$ cat src/rtl/uart_core_param.sv
// Parametrised fabric UART: TX serialiser, RX deserialiser with 2-FF synchroniser,
// mid-bit sampling, start-glitch rejection, error pulses and a first-word-fall-through RX FIFO.
module uart_core_param #(
  parameter int CLK_FREQ      = 40_000_000,
  parameter int BAUD          = 115_200,
  parameter int DATA_BITS     = 8,
  parameter int PARITY        = 0,
  parameter int STOP_BITS     = 1,
  parameter int RX_FIFO_DEPTH = 16
) (
  input  logic                 clk_i,
  input  logic                 reset_n_i,
  input  logic                 uart_rxd_i,
  output logic                 uart_txd_o,
  input  logic [DATA_BITS-1:0] tx_data_i,
  input  logic                 tx_valid_i,
  output logic                 tx_ready_o,
  output logic                 tx_busy_o,
  output logic [DATA_BITS-1:0] rx_data_o,
  output logic                 rx_valid_o,
  input  logic                 rx_ready_i,
  output logic                 rx_parity_err_o,
  output logic                 rx_frame_err_o,
  output logic                 rx_overflow_o
);
  localparam int DIV = (CLK_FREQ + BAUD/2) / BAUD;
  localparam int CW  = $clog2(DIV);
  localparam int AW  = $clog2(RX_FIFO_DEPTH);
  localparam logic [CW-1:0] LAST  = CW'(DIV - 1);
  localparam logic [CW-1:0] HALF  = CW'(DIV/2 - 1);
  localparam logic [3:0]    DLAST = 4'(DATA_BITS - 1);
  localparam logic [3:0]    SLAST = 4'(STOP_BITS - 1);
  localparam logic [AW:0]   FULL  = (AW+1)'(RX_FIFO_DEPTH);
  localparam bit PEN  = (PARITY != 0);
  localparam bit PODD = (PARITY == 1);

  typedef enum logic [2:0] {S_IDLE, S_START, S_DATA, S_PAR, S_STOP} st_t;

  // ---------------- TX ----------------
  st_t                  tx_st, tx_st_n;
  logic [CW-1:0]        tx_cnt, tx_cnt_n;
  logic [3:0]           tx_bit, tx_bit_n;
  logic [DATA_BITS-1:0] tx_sh, tx_sh_n;
  logic                 tx_par, tx_par_n, txd_n, tx_tick;

  assign tx_tick   = (tx_cnt == LAST);
  assign tx_busy_o = ~tx_ready_o;

  always_comb begin
    tx_st_n    = tx_st;
    tx_cnt_n   = tx_cnt + CW'(1);
    tx_bit_n   = tx_bit;
    tx_sh_n    = tx_sh;
    tx_par_n   = tx_par;
    txd_n      = uart_txd_o;
    tx_ready_o = 1'b0;
    case (tx_st)
      S_IDLE: begin
        tx_ready_o = 1'b1;
        tx_cnt_n   = '0;
        txd_n      = 1'b1;
      end
      S_START: if (tx_tick) begin
        tx_st_n  = S_DATA;
        tx_cnt_n = '0;
        tx_bit_n = '0;
        txd_n    = tx_sh[0];
      end
      S_DATA: if (tx_tick) begin
        tx_cnt_n = '0;
        if (tx_bit == DLAST) begin
          tx_bit_n = '0;
          if (PEN) begin
            tx_st_n = S_PAR;
            txd_n   = tx_par;
          end else begin
            tx_st_n = S_STOP;
            txd_n   = 1'b1;
          end
        end else begin
          tx_bit_n = tx_bit + 4'(1);
          tx_sh_n  = tx_sh >> 1;
          txd_n    = tx_sh[1];
        end
      end
      S_PAR: if (tx_tick) begin
        tx_st_n  = S_STOP;
        tx_cnt_n = '0;
        tx_bit_n = '0;
        txd_n    = 1'b1;
      end
      S_STOP: if (tx_tick) begin
        tx_cnt_n = '0;
        if (tx_bit == SLAST) begin
          tx_ready_o = 1'b1;
          tx_st_n    = S_IDLE;
          txd_n      = 1'b1;
        end else begin
          tx_bit_n = tx_bit + 4'(1);
        end
      end
      default: tx_st_n = S_IDLE;
    endcase
    // Accept in idle or in the last stop cycle; the latter gives back-to-back frames.
    if (tx_ready_o && tx_valid_i) begin
      tx_st_n  = S_START;
      tx_cnt_n = '0;
      txd_n    = 1'b0;
      tx_sh_n  = tx_data_i;
      tx_par_n = (^tx_data_i) ^ PODD;
    end
  end

  always_ff @(posedge clk_i or negedge reset_n_i) begin
    if (!reset_n_i) begin
      tx_st      <= S_IDLE;
      tx_cnt     <= '0;
      tx_bit     <= '0;
      tx_sh      <= '0;
      tx_par     <= 1'b0;
      uart_txd_o <= 1'b1;
    end else begin
      tx_st      <= tx_st_n;
      tx_cnt     <= tx_cnt_n;
      tx_bit     <= tx_bit_n;
      tx_sh      <= tx_sh_n;
      tx_par     <= tx_par_n;
      uart_txd_o <= txd_n;
    end
  end

  // ---------------- RX ----------------
  logic [1:0]           sync;
  logic                 rxs, rxs_d, rx_tick;
  st_t                  rx_st, rx_st_n;
  logic [CW-1:0]        rx_cnt, rx_cnt_n;
  logic [3:0]           rx_bit, rx_bit_n;
  logic [DATA_BITS-1:0] rx_sh, rx_sh_n, push_d;
  logic                 rx_par, rx_par_n, push_n, perr_n, ferr_n, push_q;

  assign rxs     = sync[1];
  assign rx_tick = (rx_cnt == LAST);

  always_comb begin
    rx_st_n  = rx_st;
    rx_cnt_n = rx_cnt + CW'(1);
    rx_bit_n = rx_bit;
    rx_sh_n  = rx_sh;
    rx_par_n = rx_par;
    push_n   = 1'b0;
    perr_n   = 1'b0;
    ferr_n   = 1'b0;
    case (rx_st)
      // Edge-triggered start: a line held low after a break never restarts a frame.
      S_IDLE: begin
        rx_cnt_n = '0;
        if (rxs_d && !rxs) rx_st_n = S_START;
      end
      S_START: if (rx_cnt == HALF) begin
        rx_cnt_n = '0;
        rx_bit_n = '0;
        rx_st_n  = rxs ? S_IDLE : S_DATA;
      end
      S_DATA: if (rx_tick) begin
        rx_cnt_n = '0;
        rx_sh_n  = {rxs, rx_sh[DATA_BITS-1:1]};
        if (rx_bit == DLAST) rx_st_n = PEN ? S_PAR : S_STOP;
        else                 rx_bit_n = rx_bit + 4'(1);
      end
      S_PAR: if (rx_tick) begin
        rx_cnt_n = '0;
        rx_par_n = rxs;
        rx_st_n  = S_STOP;
      end
      S_STOP: if (rx_tick) begin
        rx_cnt_n = '0;
        rx_st_n  = S_IDLE;
        if (!rxs)                                      ferr_n = 1'b1;
        else if (PEN && ((^rx_sh) ^ rx_par ^ PODD))    perr_n = 1'b1;
        else                                           push_n = 1'b1;
      end
      default: rx_st_n = S_IDLE;
    endcase
  end

  always_ff @(posedge clk_i or negedge reset_n_i) begin
    if (!reset_n_i) begin
      sync            <= 2'b11;
      rxs_d           <= 1'b1;
      rx_st           <= S_IDLE;
      rx_cnt          <= '0;
      rx_bit          <= '0;
      rx_sh           <= '0;
      rx_par          <= 1'b0;
      push_q          <= 1'b0;
      push_d          <= '0;
      rx_parity_err_o <= 1'b0;
      rx_frame_err_o  <= 1'b0;
    end else begin
      sync            <= {sync[0], uart_rxd_i};
      rxs_d           <= rxs;
      rx_st           <= rx_st_n;
      rx_cnt          <= rx_cnt_n;
      rx_bit          <= rx_bit_n;
      rx_sh           <= rx_sh_n;
      rx_par          <= rx_par_n;
      push_q          <= push_n;
      push_d          <= rx_sh;
      rx_parity_err_o <= perr_n;
      rx_frame_err_o  <= ferr_n;
    end
  end

  // ---------------- RX FIFO (first-word-fall-through) ----------------
  logic [DATA_BITS-1:0] mem [RX_FIFO_DEPTH];
  logic [AW-1:0]        wp, rp;
  logic [AW:0]          fcnt;
  logic                 pop, full, wr;

  assign rx_valid_o = (fcnt != '0);
  assign rx_data_o  = mem[rp];
  assign pop        = rx_valid_o & rx_ready_i;
  assign full       = (fcnt == FULL);
  assign wr         = push_q & (~full | pop);

  always_ff @(posedge clk_i or negedge reset_n_i) begin
    if (!reset_n_i) begin
      for (int i = 0; i < RX_FIFO_DEPTH; i++) mem[i] <= '0;
      wp            <= '0;
      rp            <= '0;
      fcnt          <= '0;
      rx_overflow_o <= 1'b0;
    end else begin
      rx_overflow_o <= push_q & full & ~pop;
      if (wr) begin
        mem[wp] <= push_d;
        wp      <= wp + AW'(1);
      end
      if (pop) rp <= rp + AW'(1);
      case ({wr, pop})
        2'b10:   fcnt <= fcnt + (AW+1)'(1);
        2'b01:   fcnt <= fcnt - (AW+1)'(1);
        default: fcnt <= fcnt;
      endcase
    end
  end
endmodule

$ cat config.mk
export PLATFORM = sky130hd
export DESIGN_NAME = uart_core_param
export DESIGN_NICKNAME = d
export VERILOG_FILES = /design/src/rtl/uart_core_param.sv
export SDC_FILE = /design/constraint.sdc
export NUM_CORES = 1
export LEC_CHECK = 0
export CAP_MARGIN = 20
export CELL_PAD_IN_SITES_DETAIL_PLACEMENT = 0
export CELL_PAD_IN_SITES_GLOBAL_PLACEMENT = 1
export CORE_MARGIN = 2
export CORE_UTILIZATION = 23
export DETAILED_ROUTE_END_ITERATION = 10
export MAX_ROUTING_LAYER = met4
export PLACE_DENSITY = 0.52
export SLEW_MARGIN = 20
export SYNTH_ARGS = -nofsm -noshare
export SYNTH_HDL_FRONTEND = slang
export SYNTH_SLANG_ARGS = --single-unit
$ cat constraint.sdc
create_clock -name clk_i -period 4.4 [get_ports clk_i]
set_input_delay 0.88 -clock clk_i [delete_from_list [all_inputs] [get_ports clk_i]]
set_output_delay 0.88 -clock clk_i [all_outputs]
set_load 0.005 [all_outputs]
==> results_dict.tcl, run 1 <==
set metrics [dict create \
    outcome "finished, final reports clean" \
    portBuffers 26 \
    placed_area_mm2 0.01042 \
    hpwl_mm 13.39 \
    initial_core_util_pct 23.36 \
    design.core.area_mm2 0.04102 \
    slew_viol_final 0 \
    peakVddDrop_mv 0.2864 \
    wirelength_mm 20.26 \
    die-area_mm2 0.04331 \
    start_kind "flop" \
    grt_setup_unrepaired "false" \
    antenna_found_initial 0 \
    grt-ovfl-total 0 \
    vias 5358 \
    slowest_stage "dfrtp_1" \
    cts-resized-gates 0 \
    synth-seq-cells 204 \
    synth_area_mm2 0.009582 \
    path_class "flop to primary output" \
    arrival_ps 3040 \
    layout.cells.non_filler 1251 \
    antenna_cells 0 \
    synthCells 679 \
    first_global_vias 5785 \
    endpoint_kind "primary output" \
    ctsHoldBuffers 0 \
    power_density_mw_per_mm2 388.7 \
    cts.path.max_buffers 3 \
    via_per_inst 4.283 \
    worstHoldStart "sync[0]" \
    drc 0 \
    ioPinCount 28 \
    worstMarginPinSlew_ps 918.9 \
    synth_edf_count 0 \
    cap_violations 0 \
    grtUsageTotal_pct 10.03 \
    nFillCells 4174 \
    period_needed_ps 3924 \
    syn_to_final_growth_pct 18.10 \
    hp-class "flop to flop" \
    holdPathStages 0 \
    postLayoutCellArea_mm2 0.01132 \
    worstPathCellList "buf_4 -> mux4_2 -> mux4_2 -> clkdlybuf4s50_1" \
    cp.required_ps 3520 \
    synth_warnings 0 \
    hold-path-endpoint "sync[1]" \
    slew_headroom_pct 38.51 \
    dp.cells 1207 \
    cpLargestDelayFamily "flip-flops" \
    async_flop_share_pct 100.0 \
    ys_types 56 \
    drive_above_1_share_pct 34.21 \
    finalSetupViolCount 0 \
    ant_nets 0 \
    fp.dieW_um 208.1 \
    cellLeakagePower_nw 5.137 \
    regToRegStartpoint "fcnt[1]" \
    final_hold_viol_count 0 \
    cts_tree "built" \
    rows 74 \
    finish.utilization_pct 27.59 \
    path_common_cell "mux4_2" \
    drt-wirelength-per-cell_um 16.20 \
    clock_skew_ps 17.68 \
    synth.avg_cell_area_um2 14.11 \
    crit_fanout 16 \
    setup_tns_ps 0 \
    cts_root_buf "clkbuf_16" \
    synthesis.nets 710 \
    synth_flop_cell "dfrtp_1" \
    final_net_count 732 \
    rrSetupSlack_ps 1050 \
    post_cts_buffers 0 \
    path_clk_slew_ps 60 \
    numCtsBuffers 24 \
    place_congestion 0.7171 \
    clock-sinks 204 \
    critical_path_buf_inv_count 2 \
    period_share_pct 89.18 \
    worstSkewPairLatency_ps 530 \
    htreeDepth 1 \
    first_pass_iters 4 \
    yosysSeqAreaShare_pct 53.33 \
    grt_max_degree 86 \
    drt_iter0_markers 217 \
    power.total_mw 4.398 \
    grt_pass1_wl_mm 33.80 \
    worst-r2r-cell-count 11 \
    reg2reg_to "fcnt[4]" \
    fp.dieH_um 208.1 \
    multi_input_area_mm2 0.004254 \
    seq_area_mm2 0.005111 \
    max_freq_ghz 0.2548 \
    slowest_delay_ps 850 \
]
[layout make-up]
| cell class | instances | share of cell area, % |
|---|---|---|
| flip-flops and latches | 204 | 45.17 |
| multi-input cells | 424 | 37.59 |
| clock buffers | 35 | 6.391 |
| well taps | 532 | 5.882 |
| repair buffers | 32 | 2.963 |
| clock inverters | 9 | 1.504 |
| inverters | 15 | 0.4976 |
[flip-flops by register name (all words and copies together) (netlist names), 2 cells and up]
signal and cells:
mem 128, rx_cnt 9, tx_cnt 9, push_d 8
rx_sh 8, tx_sh 8, fcnt 5, rp 4
rx_bit 4, tx_bit 4, wp 4, rx_st 3
tx_st 3, sync 2
[power by group]
group	switching [mW]	internal, mW
combinational	0.137	0.0844
sequential	0.0445	1.91
clock	0.794	1.43
[metrics by stage]
step / setup WS, ps / hold slack, ps
2_1_floorplan: 1251 / 345.2
3_3_place_gp: 715.3 / 347.3
3_5_place_dp: 690.7 / 347.5
4_1_cts: 368.3 / 356.3
5_1_grt: 318.7 / 365.1
6_report: 475.9 / 355.0
[cells in the mapped netlist, drive strengths merged (2+ instances only)]
master	instances	area, um^2
dfrtp	200	5005
mux2	139	1685
mux4	40	900.9
nand2	39	211.5
nor2	33	123.9
clkbuf	20	75.07
o21ai	20	100.1
ha	17	212.7
buf	16	86.34
xor2	16	140.1
inv	15	56.30
and2	13	81.33
nand3	12	60.06
xnor2	8	70.07
a21oi	7	35.03
mux2i	6	60.06
nand4	6	37.54
nor2b	6	37.54
nor3b	6	55.05
nand2b	5	31.28
nor3	5	25.02
dfstp	4	105.1
nand3b	4	30.03
or2	4	25.02
a21o	3	23.77
a221o	3	30.03
and3	3	18.77
a22oi	2	15.01
a31oi	2	12.51
and4b	2	20.02
nand4b	2	17.52
nor4b	2	17.52
o31ai	2	15.01
o32ai	2	17.52
or3b	2	20.02
or4	2	18.77
[worst max-delay path by stage]
stage,start,endpoint,slack [ps],depth (start not counted)
floorplan,fcnt[1],fcnt[4],1250,11
global placement,rx_ready_i,fcnt[4],720,11
detailed placement,rx_ready_i,fcnt[4],690,11
CTS,rp[1],rx_data_o[5],370,4
global route,rp[1],rx_data_o[4],320,4
finish,rp[1],rx_data_o[4],480,4
[kinds of logic (layout without fill, tap and decap cells)]
kind of cell               count (synthesis)  after routing  share of synthesized area (%)
DFF                                      204            204                          53.33
muxes                                    185            185                          27.62
and+or+nand+nor                          151            151                          9.180
buffers and inverters                     51             91                          2.272
AOI/OAI and AO/OA                         45             45                          2.938
xor gates and xnor gates                  24             24                          2.194
adders and majority gates                 18             18                          2.429
other                                      1              1                        0.03914
[placed cells by master (no fill, tap or decap), types with 4 or more instances in the layout]
cell type / count
nand4_1: 6
nand2b_1: 5
a21oi_1: 7
clkbuf_16: 25
nor2b_1: 6
and2_1: 13
mux2_4: 32
dfrtp_1: 199
clkdlybuf4s50_1: 25
mux2i_1: 6
o21ai_0: 20
clkbuf_1: 4
nand2_8: 4
bufinv_16: 5
buf_4: 4
or2_2: 4
nor3b_1: 4
mux2_2: 107
nor3_1: 5
ha_1: 17
nand2_1: 35
mux4_2: 40
clkbuf_8: 6
dfstp_2: 4
xor2_1: 16
nand3b_1: 4
nor2_1: 33
xnor2_1: 8
nand3_1: 12
clkinv_2: 4
inv_1: 15
[metal layers]
metal,routed length [um],track usage (%),vias up
li1,-,-,2495
met1,10320,14.18,2778
met2,8908,14.72,59
met3,623,2.053,26
met4,413,2.332,0
met5,0,-,-
Note: power is estimated with default switching activity, not from simulation.
==> inputs of run 2 (changes only) <==
- SETUP_SLACK_MARGIN: not set -> 0.15
==> results of run 2 <==
No change in the layout: final DEF, timing and power equal those of run 1.
==> inputs of run 3 (changes only) <==
- PLACE_DENSITY: 0.52 -> 0.53
- clock period: 4.4 -> 3.2 ns (I/O delays scaled with it)
==> run 3 against run 2 <==
  * Cell count is 3.0% higher
  * Worst hold slack worse by 180 ps
  * Global-route usage grew 0.52 points
  * Cell area is 2.9% higher
  * Core utilization grew 0.79 points
  * Setup slack lost 370 ps
  * Sequential cell count is the same
  * Routed wire length increased by 7.0%
  * First-iteration DRC count rose by 42%
==> results_dict.tcl, run 3 (synthesized netlist as in run 1, its figures left out) <==
set metrics [dict create \
    cellLeakagePower_nw 5.351 \
    arrival_ps 2460 \
    power_density_mw_per_mm2 483.9 \
    final_cell_mix "dfrtp_1 (198), mux2_2 (107), mux4_2 (40)" \
    top_register "mem" \
    reg2reg_to "fcnt[4]" \
    seqPwrFrac_pct 47.7 \
    power.internal_mw 4.328 \
    syn_to_final_growth_pct 21.47 \
    wirelength_mm 21.68 \
    cap_violations 0 \
    drt-wirelength-per-cell_um 16.83 \
    postLayoutCellArea_mm2 0.01164 \
    drc 0 \
    hp-class "input port to async pin" \
    crit_fanout 5 \
    biggestRegsByFlops "mem (128), rx_cnt (9), tx_cnt (9)" \
    htreeDepth 1 \
    cts_tree "built" \
    largest_reg_flops 128 \
    timing.final.ws_setup_ps 101.7 \
    die-area_mm2 0.04331 \
    drive_above_1_share_pct 39.55 \
    rows 74 \
    dp_slack_ps 11.04 \
    clock-sinks 204 \
    antenna_cells 0 \
    final_net_count 771 \
    cts.path.max_buffers 3 \
    finalSetupViolCount 0 \
    crit_end "rx_data_o[0]" \
    regToRegStartpoint "fcnt[1]" \
    final_hold_viol_count 0 \
    rrSetupSlack_ps 170 \
    grt_pass1_wl_mm 35.06 \
    p_sw_mw 1.304 \
    first_pass_iters 4 \
    ctsHoldBuffers 0 \
    first_global_vias 5864 \
    portBuffers 26 \
    grt_max_degree 78 \
    cp-startpoint "rp[0]" \
    fp.dieW_um 208.1 \
    power.total_mw 5.632 \
    ant_nets 0 \
    final_common_cell "dfrtp_1" \
    fp.dieH_um 208.1 \
    clkPwrFrac_pct 46.8 \
    period_share_pct 96.82 \
    clock_skew_ps 18.50 \
    path_class "flop to primary output" \
    period_needed_ps 3098 \
    cp.required_ps 2560 \
    placed_area_mm2 0.01060 \
    hpwl_mm 13.65 \
    outcome "finished, final reports clean" \
    via_per_inst 4.311 \
    switching_share_pct 23.15 \
    worst-r2r-cell-count 10 \
    grt-ovfl-total 0 \
    place_congestion 0.7158 \
    antenna_found_initial 0 \
    ioPinCount 28 \
    start_kind "flop" \
    drt_iter0_markers 309 \
    cts_root_buf "clkbuf_16" \
    worstMarginPinSlew_ps 779.4 \
    path_clk_slew_ps 60 \
    worstSkewPairLatency_ps 510 \
    endpoint_kind "primary output" \
    slew_viol_final 0 \
    slew_headroom_pct 48.00 \
    finish.utilization_pct 28.38 \
    peakVddDrop_mv 0.1835 \
    initial_core_util_pct 23.36 \
    setup_tns_ps 0 \
    grt_setup_unrepaired "true" \
    numCtsBuffers 22 \
    grtUsageTotal_pct 10.55 \
    vias 5553 \
    design.core.area_mm2 0.04102 \
    combinationalPowerShare_pct 5.5 \
    max_freq_ghz 0.3228 \
]
[run 3: cell types whose count changed in the layout (fill, tap and decap cells not counted), moves of 3 or more]
cell             previous run  this run
clkdlybuf4s50_1            25        17
clkinv_2                    4         8
buf_12                      2         7
buf_4                       4        32
buf_2                       0         5
buf_6                       0         8
bufinv_16                   5         2
[run 3: worst min-delay path by stage]
stage                    from        to  slack [ps]
finish              reset_n_i   mem[56]         170
global route        reset_n_i   mem[48]         220
CTS                 reset_n_i  mem[120]         190
detailed placement    sync[0]   sync[1]         360
global placement      sync[0]   sync[1]         350
floorplan           reset_n_i   fcnt[0]         340
[run 3: area by class of cell]
cell class              count  area [um^2]
repair buffers             73        749.5
flip-flops and latches    204         5112
multi-input cells         424         4303
well taps                 532        665.6
clock inverters            10        100.1
inverters                  15        56.30
fillers                  4200        29380
clock buffers              30        651.9
[run 3: metal layers]
layer | track usage, % | part of all wire, % | wire length (um)
met1 | 15.06 | 50 | 10890
met2 | 15.85 | 45 | 9722
met3 | 1.887 | 3.2 | 704
met4 | 1.761 | 1.7 | 361
met5 | - | 0 | 0
[run 3: stage by stage]
stage                     hold slack (ps)  cells
after detailed placement            358.4   1227
after global placement              349.3   1227
final                               174.0   1288
after CTS                           185.6   1284
after floorplan                     344.4    679
after global routing                217.5   1288
[run 3: power groups by stage]
stage | combinational, mW | sequential, mW | clock (mW)
final | 0.308 | 2.69 | 2.64
after global routing | 0.357 | 2.70 | 2.85
after CTS | 0.321 | 2.69 | 2.74
after detailed placement | 0.320 | 2.73 | 0
after global placement | 0.319 | 2.74 | 0
after floorplan | 0.210 | 2.71 | 0
[run 3: critical path: stages (launching register included)]
cell and delay [ps]:
dfrtp_2 450, buf_12 150, buf_16 120, buf_6 100, mux4_2 500, mux4_2 480
buf_6 130
[run 3: timing repair]
| item | in CTS | in global routing |
|---|---|---|
| gates cloned | 2 | 0 |
| gates resized for setup | 46 | 8 |
| pin swaps | 1 | 0 |
| setup buffers | 15 | 4 |
| endpoints found under the setup margin | 11 | 10 |
